<file path="src/rtl/nibble_serial_add_ctrl_if.sv">
`default_nettype none
// ============================================================================
// Module   : nibble_serial_add_ctrl_if
// Brief    : Request/result bundle between a requester and the nibble-serial adder.
// Revision : 1.0 - initial release
// ============================================================================
interface nibble_serial_add_ctrl_if #(
    parameter int NIBBLES = 4
);
    localparam int W = 4 * NIBBLES;

    logic         start;
    logic [W-1:0] a;
    logic [W-1:0] b;
    logic         cin;
    logic         busy;
    logic         done;
    logic [W-1:0] sum;
    logic         cout;
    logic         ovf;

    modport master (
        output start, a, b, cin,
        input  busy, done, sum, cout, ovf
    );

    modport slave (
        input  start, a, b, cin,
        output busy, done, sum, cout, ovf
    );
endinterface
`default_nettype wire

</file>
<file path="src/rtl/nibble_serial_add_ctrl.sv">
`default_nettype none
// ============================================================================
// Module   : nibble_serial_add_ctrl (plus four_bit_adder slice)
// Brief    : Wide add done one nibble per clock through a shared 4-bit adder.
//            Define NIBBLE_SERIAL_OVF_EN to enable the signed-overflow flag.
// Revision : 1.0 - initial release
// ============================================================================
module four_bit_adder (
    output logic [3:0] s,
    output logic       c,
    input  wire  [3:0] A,
    input  wire  [3:0] B,
    input  wire        cin
);
    assign {c, s} = {1'b0, A} + {1'b0, B} + {4'b0000, cin};
endmodule

module nibble_serial_add_ctrl #(
    parameter int NIBBLES = 4
) (
    input  wire logic               clk,
    input  wire logic               rst,
    nibble_serial_add_ctrl_if.slave bus
);
    localparam int                W        = 4 * NIBBLES;
    localparam int                IDXW     = (NIBBLES > 1) ? $clog2(NIBBLES) : 1;
    localparam logic [IDXW-1:0]   LAST_IDX = IDXW'(NIBBLES - 1);

    localparam logic [1:0] S_IDLE = 2'd0;
    localparam logic [1:0] S_ADD  = 2'd1;
    localparam logic [1:0] S_DONE = 2'd2;

    logic [1:0]      state_q, state_d;
    logic [IDXW-1:0] idx_q,   idx_d;
    logic            carry_q, carry_d;
    logic [W-1:0]    a_q,     a_d;
    logic [W-1:0]    b_q,     b_d;
    logic [W-1:0]    acc_q,   acc_d;
    logic [W-1:0]    sum_q,   sum_d;
    logic            cout_q,  cout_d;

    logic [3:0] w_nib_a;
    logic [3:0] w_nib_b;
    logic [3:0] w_nib_s;
    logic       w_nib_c;
    logic       w_last;

    // {idx,2'b00} keeps the slice offset wide enough for every legal NIBBLES
    assign w_nib_a = a_q[{idx_q, 2'b00} +: 4];
    assign w_nib_b = b_q[{idx_q, 2'b00} +: 4];
    assign w_last  = (state_q == S_ADD) && (idx_q == LAST_IDX);

    four_bit_adder u_adder (
        .s   (w_nib_s),
        .c   (w_nib_c),
        .A   (w_nib_a),
        .B   (w_nib_b),
        .cin (carry_q)
    );

    always_comb begin
        state_d = state_q;
        idx_d   = idx_q;
        carry_d = carry_q;
        a_d     = a_q;
        b_d     = b_q;
        acc_d   = acc_q;
        sum_d   = sum_q;
        cout_d  = cout_q;
        case (state_q)
            S_IDLE, S_DONE: begin
                if (bus.start) begin
                    a_d     = bus.a;
                    b_d     = bus.b;
                    carry_d = bus.cin;
                    idx_d   = '0;
                    state_d = S_ADD;
                end else begin
                    state_d = S_IDLE;
                end
            end
            S_ADD: begin
                acc_d[{idx_q, 2'b00} +: 4] = w_nib_s;
                carry_d = w_nib_c;
                idx_d   = idx_q + IDXW'(1);
                if (w_last) begin
                    sum_d   = acc_d;
                    cout_d  = w_nib_c;
                    state_d = S_DONE;
                end
            end
            default: state_d = S_IDLE;
        endcase
    end

    always_ff @(posedge clk) begin
        if (rst) begin
            state_q <= S_IDLE;
            idx_q   <= '0;
            carry_q <= 1'b0;
            a_q     <= '0;
            b_q     <= '0;
            acc_q   <= '0;
            sum_q   <= '0;
            cout_q  <= 1'b0;
        end else begin
            state_q <= state_d;
            idx_q   <= idx_d;
            carry_q <= carry_d;
            a_q     <= a_d;
            b_q     <= b_d;
            acc_q   <= acc_d;
            sum_q   <= sum_d;
            cout_q  <= cout_d;
        end
    end

    assign bus.busy = (state_q == S_ADD);
    assign bus.done = (state_q == S_DONE);
    assign bus.sum  = sum_q;
    assign bus.cout = cout_q;

`ifdef NIBBLE_SERIAL_OVF_EN
    logic ovf_q;

    // Two's-complement overflow: like-signed operands giving an opposite-signed result
    always_ff @(posedge clk) begin
        if (rst) begin
            ovf_q <= 1'b0;
        end else if (w_last) begin
            ovf_q <= (w_nib_a[3] == w_nib_b[3]) && (w_nib_s[3] != w_nib_a[3]);
        end
    end

    assign bus.ovf = ovf_q;
`else
    assign bus.ovf = 1'b0;
`endif
endmodule
`default_nettype wire
</file>
<file path="src/flat_wrapper.sv">
// flat-port wrapper written by rule: the top's interface ports become plain ports
module nibble_serial_add_ctrl_flat 
#(
    parameter int NIBBLES = 4
)
  (clk, rst, bus_start, bus_a, bus_b, bus_cin, bus_busy, bus_done, bus_sum, bus_cout, bus_ovf);
  nibble_serial_add_ctrl_if #(.NIBBLES(NIBBLES)) bus_i ();
  input  wire logic clk;
  input  wire logic rst;
  input wire logic [$bits(bus_i.start)-1:0] bus_start;
  input wire logic [$bits(bus_i.a)-1:0] bus_a;
  input wire logic [$bits(bus_i.b)-1:0] bus_b;
  input wire logic [$bits(bus_i.cin)-1:0] bus_cin;
  output wire logic [$bits(bus_i.busy)-1:0] bus_busy;
  output wire logic [$bits(bus_i.done)-1:0] bus_done;
  output wire logic [$bits(bus_i.sum)-1:0] bus_sum;
  output wire logic [$bits(bus_i.cout)-1:0] bus_cout;
  output wire logic [$bits(bus_i.ovf)-1:0] bus_ovf;
  assign bus_i.start = bus_start;
  assign bus_i.a = bus_a;
  assign bus_i.b = bus_b;
  assign bus_i.cin = bus_cin;
  assign bus_busy = bus_i.busy;
  assign bus_done = bus_i.done;
  assign bus_sum = bus_i.sum;
  assign bus_cout = bus_i.cout;
  assign bus_ovf = bus_i.ovf;
  nibble_serial_add_ctrl #(.NIBBLES(NIBBLES)) u_core (.clk(clk), .rst(rst), .bus(bus_i));
endmodule
</file>
<file path="config.mk">
export PLATFORM = sky130hd
export DESIGN_NAME = nibble_serial_add_ctrl_flat
export DESIGN_NICKNAME = d
export VERILOG_FILES = /design/src/rtl/nibble_serial_add_ctrl_if.sv /design/src/rtl/nibble_serial_add_ctrl.sv /design/src/flat_wrapper.sv
export SDC_FILE = /design/constraint.sdc
export NUM_CORES = 1
export LEC_CHECK = 0
export CAP_MARGIN = 20
export CORE_ASPECT_RATIO = 1.1
export CORE_MARGIN = 2
export CORE_UTILIZATION = 34
export DETAILED_ROUTE_END_ITERATION = 6
export PLACE_DENSITY = 0.61
export SLEW_MARGIN = 40
export SYNTH_ARGS = -nofsm -noshare
export SYNTH_HDL_FRONTEND = slang
export SYNTH_HIERARCHICAL = 1
export SYNTH_SLANG_ARGS = --single-unit
</file>
<file path="constraint.sdc">
create_clock -name clk -period 3.6 [get_ports clk]
set_input_delay 0.72 -clock clk [delete_from_list [all_inputs] [get_ports clk]]
set_output_delay 0.72 -clock clk [all_outputs]
set_load 0.02 [all_outputs]
</file>
== Word-level counts from Yosys, hierarchy flattened ==
Index checks and enable logic that the tools add are counted.

* Word-level logic and storage cells: 36
* Bits of input ports: 36
* Output and inout bits: 20
* Register bits after elaboration: 70

* Reduce and logical (&&, ||, !) cells: 7
* Muxes and demuxes: 8
* Add/subtract/negate cells: 4
* Shift-type cells: 4
* Eq/ne operators: 5

{| class="wikitable"
|+ Operators by type and width
! cell !! count
|-
| $shiftx A16 B5 Y4 || 2
|-
| $bwmux W16 || 1
|-
| $shift A4 B6 Y16 const A || 1
|-
| $shiftx A4 B6 Y16 || 1
|-
| $pmux W2 S2 || 2
|-
| $neg A4 Y6 || 1
|-
| $reduce_and A2 Y1 || 3
|-
| $add A4 B4 Y5 || 1
|-
| $add A5 B1 Y5 || 1
|-
| $eq A2 B2 Y1 const B || 2
|-
| $mux W2 || 2
|-
| $add A2 B1 Y2 const B || 1
|-
| $eq A2 B1 Y1 const B || 1
|-
| $logic_not A2 Y1 || 1
|-
| $mux W1 || 2
|-
| $ne A2 B1 Y1 const B || 1
|-
| $ne A2 B2 Y1 const B || 1
|-
| $pmux W1 S2 || 1
|-
| $reduce_bool A2 Y1 || 1
|-
| $reduce_or A2 Y1 || 1
|-
| $logic_and A1 B1 Y1 || 1
|}

== Depth between registers and ports, before layout ==
* Word-level depth: 5
* Depth in mapped cells: 10
* Gate-level depth less buffers: 9

== By module ==
Netlist, hierarchy kept.

{| class="wikitable"
|+ Modules (own cells, without submodules)
! module !! seq. area each (sq um) !! instances !! cells an instance !! area each (sq um)
|-
| nibble_serial_add_ctrl || 1321.3 || 1 || 320 || 2895.3
|-
| four_bit_adder || 0.0 || 1 || 16 || 143.9
|}

== Worst setup path after synthesis ==
No wires, ideal clock.

* Kind: register -> register
* From: reg u_core.idx_q[0]
* To: reg u_core.sum_q[2], in the netlist u_core/bus.sum[2]
* Data arrival time: 2610 ps
* Path buffers: 1
* Slack: 905 ps
* Cell stages (with the launch flop): 10
* Setup time: 86 ps
* Path through: dfxtp_1 -> buf_2 -> mux4_2 -> fa_1 -> inv_1 -> fa_1 -> xnor2_1 -> nor2b_1 -> nand4b_1 -> a211oi_1

* Cells in the longest elaborated chain, start to end: 5
* Elaborated cells on any way between the ends: 11
* Classes of those cells: add/sub (3); eq/ne (1); shift (4); mux (1); reduce/logical (2)

{| class="wikitable"
|+ Ends and longest elaborated chain
! element !! RTL line !! RTL
|-
| from (decl) || nibble_serial_add_ctrl.sv:34 || <nowiki>logic [IDXW-1:0] idx_q, idx_d;</nowiki>
|-
| from (signal assigned) || nibble_serial_add_ctrl.sv:108 || <nowiki>idx_q <= idx_d;</nowiki>
|-
| $shiftx A16 B5 Y4 || nibble_serial_add_ctrl.sv:49 || <nowiki>assign w_nib_a = a_q[{idx_q, 2'b00} +: 4];</nowiki>
|-
| via u_core.w_nib_a[0] || nibble_serial_add_ctrl.sv:42 || <nowiki>logic [3:0] w_nib_a;</nowiki>
|-
| $add A4 B4 Y5 || nibble_serial_add_ctrl.sv:15 || <nowiki>assign {c, s} = {1'b0, A} + {1'b0, B} + {4'b0000, cin};</nowiki>
|-
| $add A5 B1 Y5 || nibble_serial_add_ctrl.sv:15 ||
|-
| via u_core.w_nib_s[2] || nibble_serial_add_ctrl.sv:44 || <nowiki>logic [3:0] w_nib_s;</nowiki>
|-
| $shiftx A4 B6 Y16 || nibble_serial_add_ctrl.sv:83 || <nowiki>acc_d[{idx_q, 2'b00} +: 4] = w_nib_s;</nowiki>
|-
| $bwmux W16 || nibble_serial_add_ctrl.sv:83 ||
|-
| to (signal assigned) || nibble_serial_add_ctrl.sv:113 || <nowiki>sum_q <= sum_d;</nowiki>
|-
| to (decl) || nibble_serial_add_ctrl.sv:39 || <nowiki>logic [W-1:0] sum_q, sum_d;</nowiki>
|}

The timed path passes the listed nets, and every way through them passes these cells.
A chain may end at the register's enable or synchronous reset.

== Worst setup path after layout ==
Same ends and word-level chain as after synthesis.

==> reports/results.env <==
YOSYS.CELL_TYPES.COUNT=45
CP-START-KIND='flop'
CTS_TREE='built'
TIMING.FINAL.CRIT_PERIOD_PS=2944
FINAL_CELLS=498
COMB_POWER_SHARE=0.126
ROUTE.DETAILED.DRC=0
POST_DRT_WL_PER_CELL_UM=14.00
WORSTSETUPENDPOINTTYPE='flop'
MOST_USED_CELLS_IN_THE_LAYOUT_EXCLUDING_FILL_AND_TAP_CELLS='sky130_fd_sc_hd__nand2_1 (73), sky130_fd_sc_hd__dfxtp_1 (66), sky130_fd_sc_hd__clkdlybuf4s50_1 (53), sky130_fd_sc_hd__a21oi_1 (43), sky130_fd_sc_hd__nor2_1 (23)'
PEAKVDDDROP_mV=0.2029
ROUTE.ANTENNA.REMAINING_NETS=0
HOLD_PATH.CLASS='flop to flop'
GLOBAL_PLACER_S_FINAL_WEIGHTED_CONGESTION=0.7654
DP_HPWL_MM=4.878
RSZ_0062_RAISED_AFTER_GLOBAL_ROUTING='no'
SYN_AREA_PER_CELL_UM2=9.045
GRT.TOTAL_USAGE=0.1543
ROUTED-VIA-COUNT=2456
SETUP_VIOLATIONS=0
INITIAL_UTILIZATION=0.3460
SEQPWRFRAC=0.424
DIE_AREA_UM2=9712
FIRST_PASS_GRT_WIRE_LENGTH_MM=11.44
SWITCHING_POWER_mW=0.4293
POWER.LEAKAGE_nW=1.394
STATUS='complete, no violations'
HOLDBUFCOUNTCTS=0
CLOCK_BUFFER_COUNT_FROM_CTS=9
GRT_MAX_DEGREE=43
FLOW.AREA_GROWTH_FROM_SYNTHESIS_PCT=27.67
CORE_ROWS=36
CLOCK_TREE.BUFFER_DEPTH=2
CLOCKPOWERSHARE=0.450
CRITPATHSLOWESTCELL='sky130_fd_sc_hd__dfxtp_1'
IOPINCOUNT=56
DRV_SLEW=0
DIE_HEIGHT_UM=103.2
WORST-ENDPOINT-ARRIVAL_PS=3200
CTS_NUM_SINKS=66
DRT_FIRST_ITER_VIOLATIONS=134
FIRST_PASS_ITERS=4
CRIT_CHAIN='mux4_2 > fa_1 > inv_1 > fa_1 > xnor2_1 > nor2b_1 > nand4b_1 > a211oi_1'
PORT_BUFFERS=54
POWER.SHARE.SWITCHING=0.2331
CTS.ROOT.BUFFER_CELL='sky130_fd_sc_hd__clkbuf_8'
WORSTSKEWPAIRLATENCY_PS=340
CAP_VIOL_MAX_COUNT=0
LAYOUT-DRIVE-GT1-SHARE=0.1198
DIE_W_UM=94.15
SETUP_TNS_PS=0
POST_SYNTH_MAIN_AREA_CONTRIBUTORS='sky130_fd_sc_hd__dfxtp_1 (43%), sky130_fd_sc_hd__nand2_1 (9.0%), sky130_fd_sc_hd__a21oi_1 (7.1%)'
ANTENNA_CELLS_INSERTED=0
CLK_PIN_SLEW_WORST_PATHS_PS=70
POSTCTSRESIZEDCELLS=0
POST_DRT_VIA_CELL_RATIO=4.932
CLOCK-SKEW-FINAL_PS=6.109
YS_WARNINGS=6
REPORT.FINAL.HOLD_VIOL_COUNT=0
POSTSYNTHREGISTERBITS=66
REQUIRED_PS=3860
CTS_SETUP_BUFFERS=0
CTSHTREEMAXLEVEL=3
SYNTH_SEQUENTIAL_AREA_RATIO=0.4347
SYNTH_TOP_AREA_SHARE=0.4347
MAX_CLOCK_FREQ_MHz=339.7
FINAL_COMMON_CELL='sky130_fd_sc_hd__nand2_1'
SYNTH_AREA_UM2=3039
INTERNAL_POWER_mW=1.412
CP_SLOWEST_STAGE_DELAY_PS=650
CRITPATHMOSTFREQUENTCELL='sky130_fd_sc_hd__fa_1'
TIMING.CRITICAL_PATH.FANOUT_MAX=9
ANTENNA_FOUND_INITIAL=0
NETS=425
FLOORPLAN.CORE_AREA_UM2=8783
SETUP.WORST_PATH.CLASS='flop to flop'
MAPPEDNETLISTNETS=382
WORSTMARGINPINSLEW_PS=774.7
MAX_SLEW_MARGIN=0.4835
NETLIST_INSTANCES=336
POWER_DENSITY_nW_PER_UM2=474.6
GRT-OVFL-TOTAL=0
PERIOD_SHARE=0.8176
TOTALWIRELENGTH_MM=6.973
NUMPLACEDINSTANCES=482
POST_SYNTH_TOP_AREA_CELL='sky130_fd_sc_hd__dfxtp_1'
FIRST_GLOBAL_VIAS=2415
cell usage after synthesis, drive strengths merged:
cell type	number
a211oi	4
a21o	1
a21oi	44
a221oi	4
a22o	4
a311oi	5
a32oi	8
and3b	1
and4	1
and4bb	1
buf	20
clkbuf	7
conb	1
dfxtp	66
fa	2
ha	8
inv	9
mux4	8
nand2	73
nand2b	7
nand3	4
nand3b	3
nand4	8
nand4b	1
nor2	23
nor2b	9
nor3	5
nor3b	2
nor4b	1
nor4bb	1
o21a	1
o21ai	1
o21ba	1
xnor2	2
worst max-delay path, delay by kind of cell (launching register included):
kind | cells | cell delay [ps]
muxes | 1 | 590
xor gates and xnor gates | 1 | 240
AOI/OAI and AO/OA | 1 | 220
and+or+nand+nor | 2 | 430
adders and majority gates | 2 | 650
buffers and inverters | 1 | 80
DFF | 1 | 650
kinds of logic after synthesis:
group / Yosys count / share of synthesized area
compound gates: 73 / 0.1643
xor+xnor: 2 / 0.005765
fa+ha+maj: 10 / 0.04611
buf+inv: 36 / 0.05846
flops: 66 / 0.4347
mux: 8 / 0.05928
other cells: 1 / 0.001234
simple gates: 140 / 0.2301
state kept, by name, summed over array words and instances (netlist names):
name             count
u_core/a_q          16
u_core/acc_q        12
u_core/b_q          16
u_core/bus.cout      1
u_core/bus.sum      16
u_core/carry_q       1
u_core/idx_q         2
u_core/state_q       2
worst paths after layout:
check        cells past startpoint  slack (ps)           endpoint            start
max                              8         660  u_core/bus.sum[2]  u_core/idx_q[0]
min                              2         450      u_core/a_q[1]    u_core/a_q[1]
max reg2reg                      8         660  u_core/bus.sum[2]  u_core/idx_q[0]
min reg2reg                      2         450      u_core/a_q[1]    u_core/a_q[1]
final cells by class:
cell class              count  area, um^2
fillers                   875        4903
multi-input cells         234        1543
flip-flops and latches     66        1321
repair buffers             59       573.1
well taps                 114       142.6
clock buffers              11       141.4
clock inverters             5       125.1
inverters                   9       33.78
power groups by stage:
stage	logic [mW]	registers [mW]	clock network, mW
floorplan	0.162	0.784	0
global placement	0.229	0.797	0
detailed placement	0.232	0.798	0
CTS	0.234	0.781	0.844
global route	0.257	0.785	0.873
finish	0.233	0.781	0.828
stage by stage:
| stage | util | cell area [um^2] | setup slack, ps | total power, mW | hold WS [ps] |
|---|---|---|---|---|---|
| floorplan | - | 3039 | 904.8 | 0.9468 | 433.1 |
| global placement | 0.4114 | 3613 | 714.7 | 1.026 | 442.6 |
| detailed placement | 0.4114 | 3613 | 599.0 | 1.030 | 448.0 |
| CTS | 0.4417 | 3880 | 589.8 | 1.859 | 457.3 |
| global route | 0.4417 | 3880 | 326.7 | 1.914 | 480.0 |
| finish | 0.4417 | 3880 | 656.5 | 1.841 | 454.1 |
metal layers:
metal | global-route usage | wire, um | vias to the layer above
li1 | - | - | 1251
met1 | 0.1850 | 3142 | 1144
met2 | 0.2615 | 3454 | 53
met3 | 0.03070 | 265 | 8
met4 | 0.08250 | 110 | 0
met5 | 0 | 0 | -
Note: power is estimated with default switching activity, not from simulation.
==> RTL change 1: new RTL, same settings <==
`NIBBLES` is set to 4 in 3 places; all go to 8.
--- a/src/rtl/nibble_serial_add_ctrl_if.sv
+++ b/src/rtl/nibble_serial_add_ctrl_if.sv
@@ -5,7 +5,7 @@
 // Revision : 1.0 - initial release
 // ============================================================================
 interface nibble_serial_add_ctrl_if #(
-    parameter int NIBBLES = 4
+    parameter int NIBBLES = 8
 );
     localparam int W = 4 * NIBBLES;
 
--- a/src/rtl/nibble_serial_add_ctrl.sv
+++ b/src/rtl/nibble_serial_add_ctrl.sv
@@ -16,7 +16,7 @@
 endmodule
 
 module nibble_serial_add_ctrl #(
-    parameter int NIBBLES = 4
+    parameter int NIBBLES = 8
 ) (
     input  wire logic               clk,
     input  wire logic               rst,
--- a/src/flat_wrapper.sv
+++ b/src/flat_wrapper.sv
@@ -1,7 +1,7 @@
 // flat-port wrapper written by rule: the top's interface ports become plain ports
 module nibble_serial_add_ctrl_flat 
 #(
-    parameter int NIBBLES = 4
+    parameter int NIBBLES = 8
 )
   (clk, rst, bus_start, bus_a, bus_b, bus_cin, bus_busy, bus_done, bus_sum, bus_cout, bus_ovf);
   nibble_serial_add_ctrl_if #(.NIBBLES(NIBBLES)) bus_i ();
Ports: changed (resized bus_a, bus_b and bus_sum); port bits go from 56 to 104. No check against the original RTL was run, so the function may have changed too.
==> RTL change 1 against the unedited design <==
Critical endpoint is now u_core/bus.sum[17]; hold slack got worse by 0.0021 ns; routed wire length increased by 140%; die area increased by 100%; design area increased by 110%; synthesized cell count increased by 120%; clock skew increased by 0.0061 ns; setup slack got worse by 0.24 ns; via count increased by 120%; sequential cell count increased by 69; total power increased by 100%; cell count increased by 120%; area after synthesis increased by 110%; utilization increased by 0.30 points.
==> RTL change 1: results (changes against the unedited design) <==
* Remaining max-slew budget at the tightest pin: 43.2% (-5.2 points)
- P_seq: 0.00158 W (+100%)
- Multi-In Gates: 532 (+130%)
* Number of non-clock buffers: 123 (+110%)
* Multiplexer fraction of the synthesized cell area: 8.96% (+3.0 points)
- Multi-input combinational cell area: 0.00327 sq mm (+110%)
* Non-clock buffers, area share: 14.7% (-0.051 points)
- The largest fanout on the critical path came to 10 (+1).
* Final Worst Setup Slack: 0.412 ns (-0.245 ns)
- Non-clock inverter count in the final layout: 8 (-1)
- Critical path's slowest cell: sky130_fd_sc_hd__mux4_2
* Total length of routed met2 wires: 7870 um (+130%)
- The post-place instance area was 0.00749 sq mm (+110%).
- Reg power frac: 42.0% (-0.4 points)
* Root buffer cell: sky130_fd_sc_hd__clkbuf_16
* Average wire length per cell after detail routing: 15.4 um (+10%)
- The portion of the layout cell area used by clock cells is 7.41% (+0.54 points).
- Destination of the worst hold path: u_core/b_q[14]
- The power in combinational cells came to 0.000447 W (+92%).
- Pin count of the biggest net entering global routing: 57 (+33%)
* Met3 wire len: 789 um (+200%)
* Capturing point of the worst reg2reg path: u_core/bus.sum[17]
- Sequential-to-total area share from yosys stat: 43.2% (-0.28 points)
- The initial detailed-routing violation count came to 466 (+250%).
- Count of input and output buffers: 102 (+89%)
* Fraction of the mapped netlist area in adder cells: 2.84% (-1.8 points)
* Met2 Resource Use GR: 27.2% (+1.1 points)
* Top post-synthesis cells by count: 172 x sky130_fd_sc_hd__nand2_1, 135 x sky130_fd_sc_hd__dfxtp_1, 84 x sky130_fd_sc_hd__a21oi_1
* Total number of nets in the final design: 898 (+110%)
- Clock latency on the worst-skew pair: 0.43 ns (+0.09 ns)
* Placed wire-length estimate: 11,400 um (+130%)
- Number of global-route vias before repair: 5,207 (+120%)
* CTS Buf Count: 17 (+8)
- The number of cells in the design after placement is 1,040 (+120%).
* Worst-case clock skew: 0.0122 ns (+0.00613 ns)
- The switching power total was 0.000951 W (+120%).
- Post-Synthesis Net Count: 818 (+110%)
* Global router's overall resource usage: 17.3% (+1.8 points)
- The run finished with clean final reports.
- The static leakage is 2.78 nW (+99%).
- The xor and xnor area share after synthesis came to 0.280% (-0.30 points).
- The wire length of the first global-routing pass was 26,800 um (+130%).
- The number of flip-flops and latches was 135 (+100%).
- The register fraction of the total cell area is 33.4% (-0.68 points).
- Ratio of cells with drive above 1 in the final layout: 10.1% (-1.9 points)
- The wire length on met1 is 7700 um (+150%).
* Worst hold start: u_core/b_q[14]
- Synth top area cells: sky130_fd_sc_hd__dfxtp_1 43%, sky130_fd_sc_hd__nand2_1 10%, sky130_fd_sc_hd__a21oi_1 6.7%, sky130_fd_sc_hd__mux4_2 5.8%, sky130_fd_sc_hd__a311oi_1 3.2%
* Count of cell types in the netlist: 46 (+2.2%)
- Broken down by cell family, the worst path's largest delay share belongs to adder cells.
- The fraction of the mapped netlist area in compound gates came to 15.4% (-0.99 points).
RTL change 1: cell count changes in the layout (fill, tap and decap cells not counted), moves of 15 or more:
cell	unedited run	this run
sky130_fd_sc_hd__o21ai_0	1	29
sky130_fd_sc_hd__nand4_1	8	26
sky130_fd_sc_hd__a21oi_1	43	84
sky130_fd_sc_hd__nor2_1	23	39
sky130_fd_sc_hd__clkbuf_16	0	17
sky130_fd_sc_hd__clkdlybuf4s50_1	53	101
sky130_fd_sc_hd__dfxtp_1	66	134
sky130_fd_sc_hd__nand2_1	73	172
sky130_fd_sc_hd__a311oi_1	1	23
sky130_fd_sc_hd__buf_4	5	20
sky130_fd_sc_hd__mux2i_1	0	20
sky130_fd_sc_hd__nand2b_1	6	31
==> RTL change 2: new RTL, same flow settings <==
Without the edit above. `a_q`, `b_q` and `sum_q` no longer have a reset.
--- a/src/rtl/nibble_serial_add_ctrl.sv
+++ b/src/rtl/nibble_serial_add_ctrl.sv
@@ -98,21 +98,21 @@
             state_q <= S_IDLE;
             idx_q   <= '0;
             carry_q <= 1'b0;
-            a_q     <= '0;
-            b_q     <= '0;
             acc_q   <= '0;
-            sum_q   <= '0;
             cout_q  <= 1'b0;
         end else begin
             state_q <= state_d;
             idx_q   <= idx_d;
             carry_q <= carry_d;
-            a_q     <= a_d;
-            b_q     <= b_d;
             acc_q   <= acc_d;
-            sum_q   <= sum_d;
             cout_q  <= cout_d;
         end
+    end
+
+    always_ff @(posedge clk) begin
+        a_q   <= a_d;
+        b_q   <= b_d;
+        sum_q <= sum_d;
     end
 
     assign bus.busy = (state_q == S_ADD);
Behaviour: differs if rst is asserted again (counterexample within 10 cycles, from zero or initial values and one cycle with rst high); with rst held inactive, the same outputs for 10 cycles.
==> RTL change 2 against the unedited design <==
Global-route usage fell by 3.5 points; sequential share of layout area rose by 16 points; count of clock-buffer cells in the layout fell by 2; die area fell by 3.4%; cell count fell by 24%; via count fell by 27%; sequential cell count rose by 4; area after synthesis fell by 3.5%; setup slack improved by 0.11 ns; total power rose by 0.33%; design area fell by 2.2%; routed wire length fell by 27%; highest routed layer unchanged.
==> RTL change 2: results (changes against the unedited design) <==
- The internal reg-to-reg setup slack is 0.77 ns (+0.11 ns).
- The switching share of total power is 24.5% (+1.2 points).
- Run status: complete, no violations
* Clock transition at path regs: 0.08 ns
- Data arrival, critical path: 3.10 ns (-0.10 ns)
- For this run, the leading register cell type out of synthesis is sky130_fd_sc_hd__edfxtp_1.
- The synthesized flop and latch total was 70 (+6.1%).
- The static leakage was 1.32 nW (-5.2%).
* Placed wire-length estimate: 3580 um (-27%)
- Grt met1 use: 14.3% (-4.3 points)
- Worst-path fanout max: 10 (+1)
- Drt pass-1 iters: 5 (+1)
- Global-route wire length before repair: 8630 um (-25%)
- Post-CTS setup repair buffer count: 0 (unchanged)
- The post-place instance area came to 0.00357 sq mm (-1.1%).
- In this run the critical register-to-register path is captured at u_core/acc_q[14].
- Post-Synthesis Net Count: 252 (-34%)
- Worst-case clock skew: 0.00841 ns (+0.00230 ns)
- The number of distinct library cells after synthesis is 34 (-24%).
* Met3 layer usage reported by global route: 4.32% (+1.2 points)
* Global router's overall resource usage: 11.9% (-3.5 points)
* Sequential-to-total area share from yosys stat: 64.2% (+21 points)
* Total number of nets in the final design: 308 (-28%)
- The tightest slew margin relative to the limit is 39.2% (-9.2 points).
- Worst hold start: u_core/bus.cout
- Ranked by total cell area, the synthesized netlist is headed by sky130_fd_sc_hd__edfxtp_1 49%, sky130_fd_sc_hd__dfxtp_1 15%, sky130_fd_sc_hd__mux4_2 6.1%, sky130_fd_sc_hd__a32oi_1 4.8%, sky130_fd_sc_hd__a22o_1 3.6%.
- The routed wirelength normalized by instance count came to 13.5 um (-3.7%).
- The initial detailed-routing violation count came to 93 (-31%).
- Last weighted congestion value of the routability-driven placer: 0.827 (+8.1%)
* Pin count of the biggest net entering global routing: 33 (-23%)
- Critical path's slowest cell: sky130_fd_sc_hd__xnor2_1
- Number of enable-type register cells in the synthesized netlist: 48 (+48)
- The via total after detailed routing was 1,792 (-27%).
* Ratio of cells with drive above 1 in the final layout: 12.4% (+0.38 points)
* RR Startpoint: u_core/idx_q[0]
- The via density per instance came to 4.74 (-3.9%).
- Destination of the worst hold path: u_core/bus.cout
- The via count of the first global-routing pass is 1,831 (-24%).
* Met2 Resource Use GR: 19.8% (-6.3 points)
- Share of synthesized flip-flops with an asynchronous set or reset: 0% (unchanged)
- The path depth of the worst reg2reg path was 6 (-2).
* Cells after DPL: 362 (-25%)
- In the synthesized netlist, the cells that appear most often are 48 x sky130_fd_sc_hd__edfxtp_1, 22 x sky130_fd_sc_hd__dfxtp_1, 19 x sky130_fd_sc_hd__nor2_1.
- The maximum resistive drop on vdd is 0.235 mV (+16%).
- The number of cells traversed by the worst hold path is 2 (unchanged).
- The setup slack at placement came to 0.760 ns (+0.161 ns).
* Synthesized area per cell: 14.2 sq um (+57%)
- Delay of the slowest cell on the worst path: 0.75 ns (+0.10 ns)
## RTL change 2: changes by cell type after synthesis, moves of 40 or more
cell / change
sky130_fd_sc_hd__edfxtp_1: +48
sky130_fd_sc_hd__a21oi_1: -40
sky130_fd_sc_hd__dfxtp_1: -44
sky130_fd_sc_hd__nand2_1: -66
## RTL change 2: power groups by stage
stage / registers [W] / logic [W] / clock network [W]
2_1_floorplan: 0.000922 / 0.000163 / 0
5_1_grt: 0.000914 / 0.000268 / 0.000745
3_3_place_gp: 0.000928 / 0.000240 / 0
6_report: 0.000910 / 0.000244 / 0.000693
4_1_cts: 0.000910 / 0.000239 / 0.000711
3_5_place_dp: 0.000929 / 0.000240 / 0
## RTL change 2: how the worst max path moves through the flow
stage	slack, ns	endpoint	start
after floorplan	0.98	u_core/bus.sum[11]	u_core/idx_q[0]
after global placement	0.79	u_core/acc_q[3]	u_core/idx_q[0]
after detailed placement	0.76	u_core/acc_q[15]	u_core/idx_q[0]
after CTS	0.74	u_core/acc_q[15]	u_core/idx_q[0]
after global routing	0.69	u_core/acc_q[10]	u_core/idx_q[0]
final	0.77	u_core/acc_q[14]	u_core/idx_q[0]
## RTL change 2: worst max-delay path, delay by kind of cell (launching register included)
family	cells	cell delay, ns
XOR/XNOR	1	0.75
flip-flops	1	0.55
multiplexers	1	0.51
adder cells (fa/ha/maj)	1	0.35
buffers and inverters	1	0.26
AO/OA/AOI/OAI	1	0.21
AND/OR/NAND/NOR	1	0.13
## RTL change 2: area by class of cell
class | count | area [sq um]
tap | 111 | 139
inverter | 16 | 60.1
clock inverter | 7 | 96.3
fill | 763 | 4570
multi-input combinational | 108 | 936
timing repair buffer | 57 | 558
sequential | 70 | 1880
clock buffer | 9 | 124
## RTL change 2: cells by family after synthesis
family,count (synthesis),synth area share [%]
buffers and inverters,28,4.14
other,1,0.128
AOI/OAI and AO/OA,40,10.8
and+or+nand+nor,46,8.88
adders and majority gates,10,4.78
muxes,9,6.49
xor gates and xnor gates,2,0.598
DFF,70,64.2
## RTL change 2: per-stage QoR
stage	total power, W	hold WS [ns]
floorplan	0.00109	0.454
global placement	0.00117	0.452
detailed placement	0.00117	0.459
CTS	0.00186	0.470
global route	0.00193	0.525
finish	0.00185	0.471
## RTL change 2: layer usage
layer  routed length, um  vias to the layer above  share of wire, %
li1                    -                      885                 -
met1                2250                      828                44
met2                2450                       73                48
met3                 334                        6               6.6
met4                  68                        0               1.3
met5                   0                        -                 0
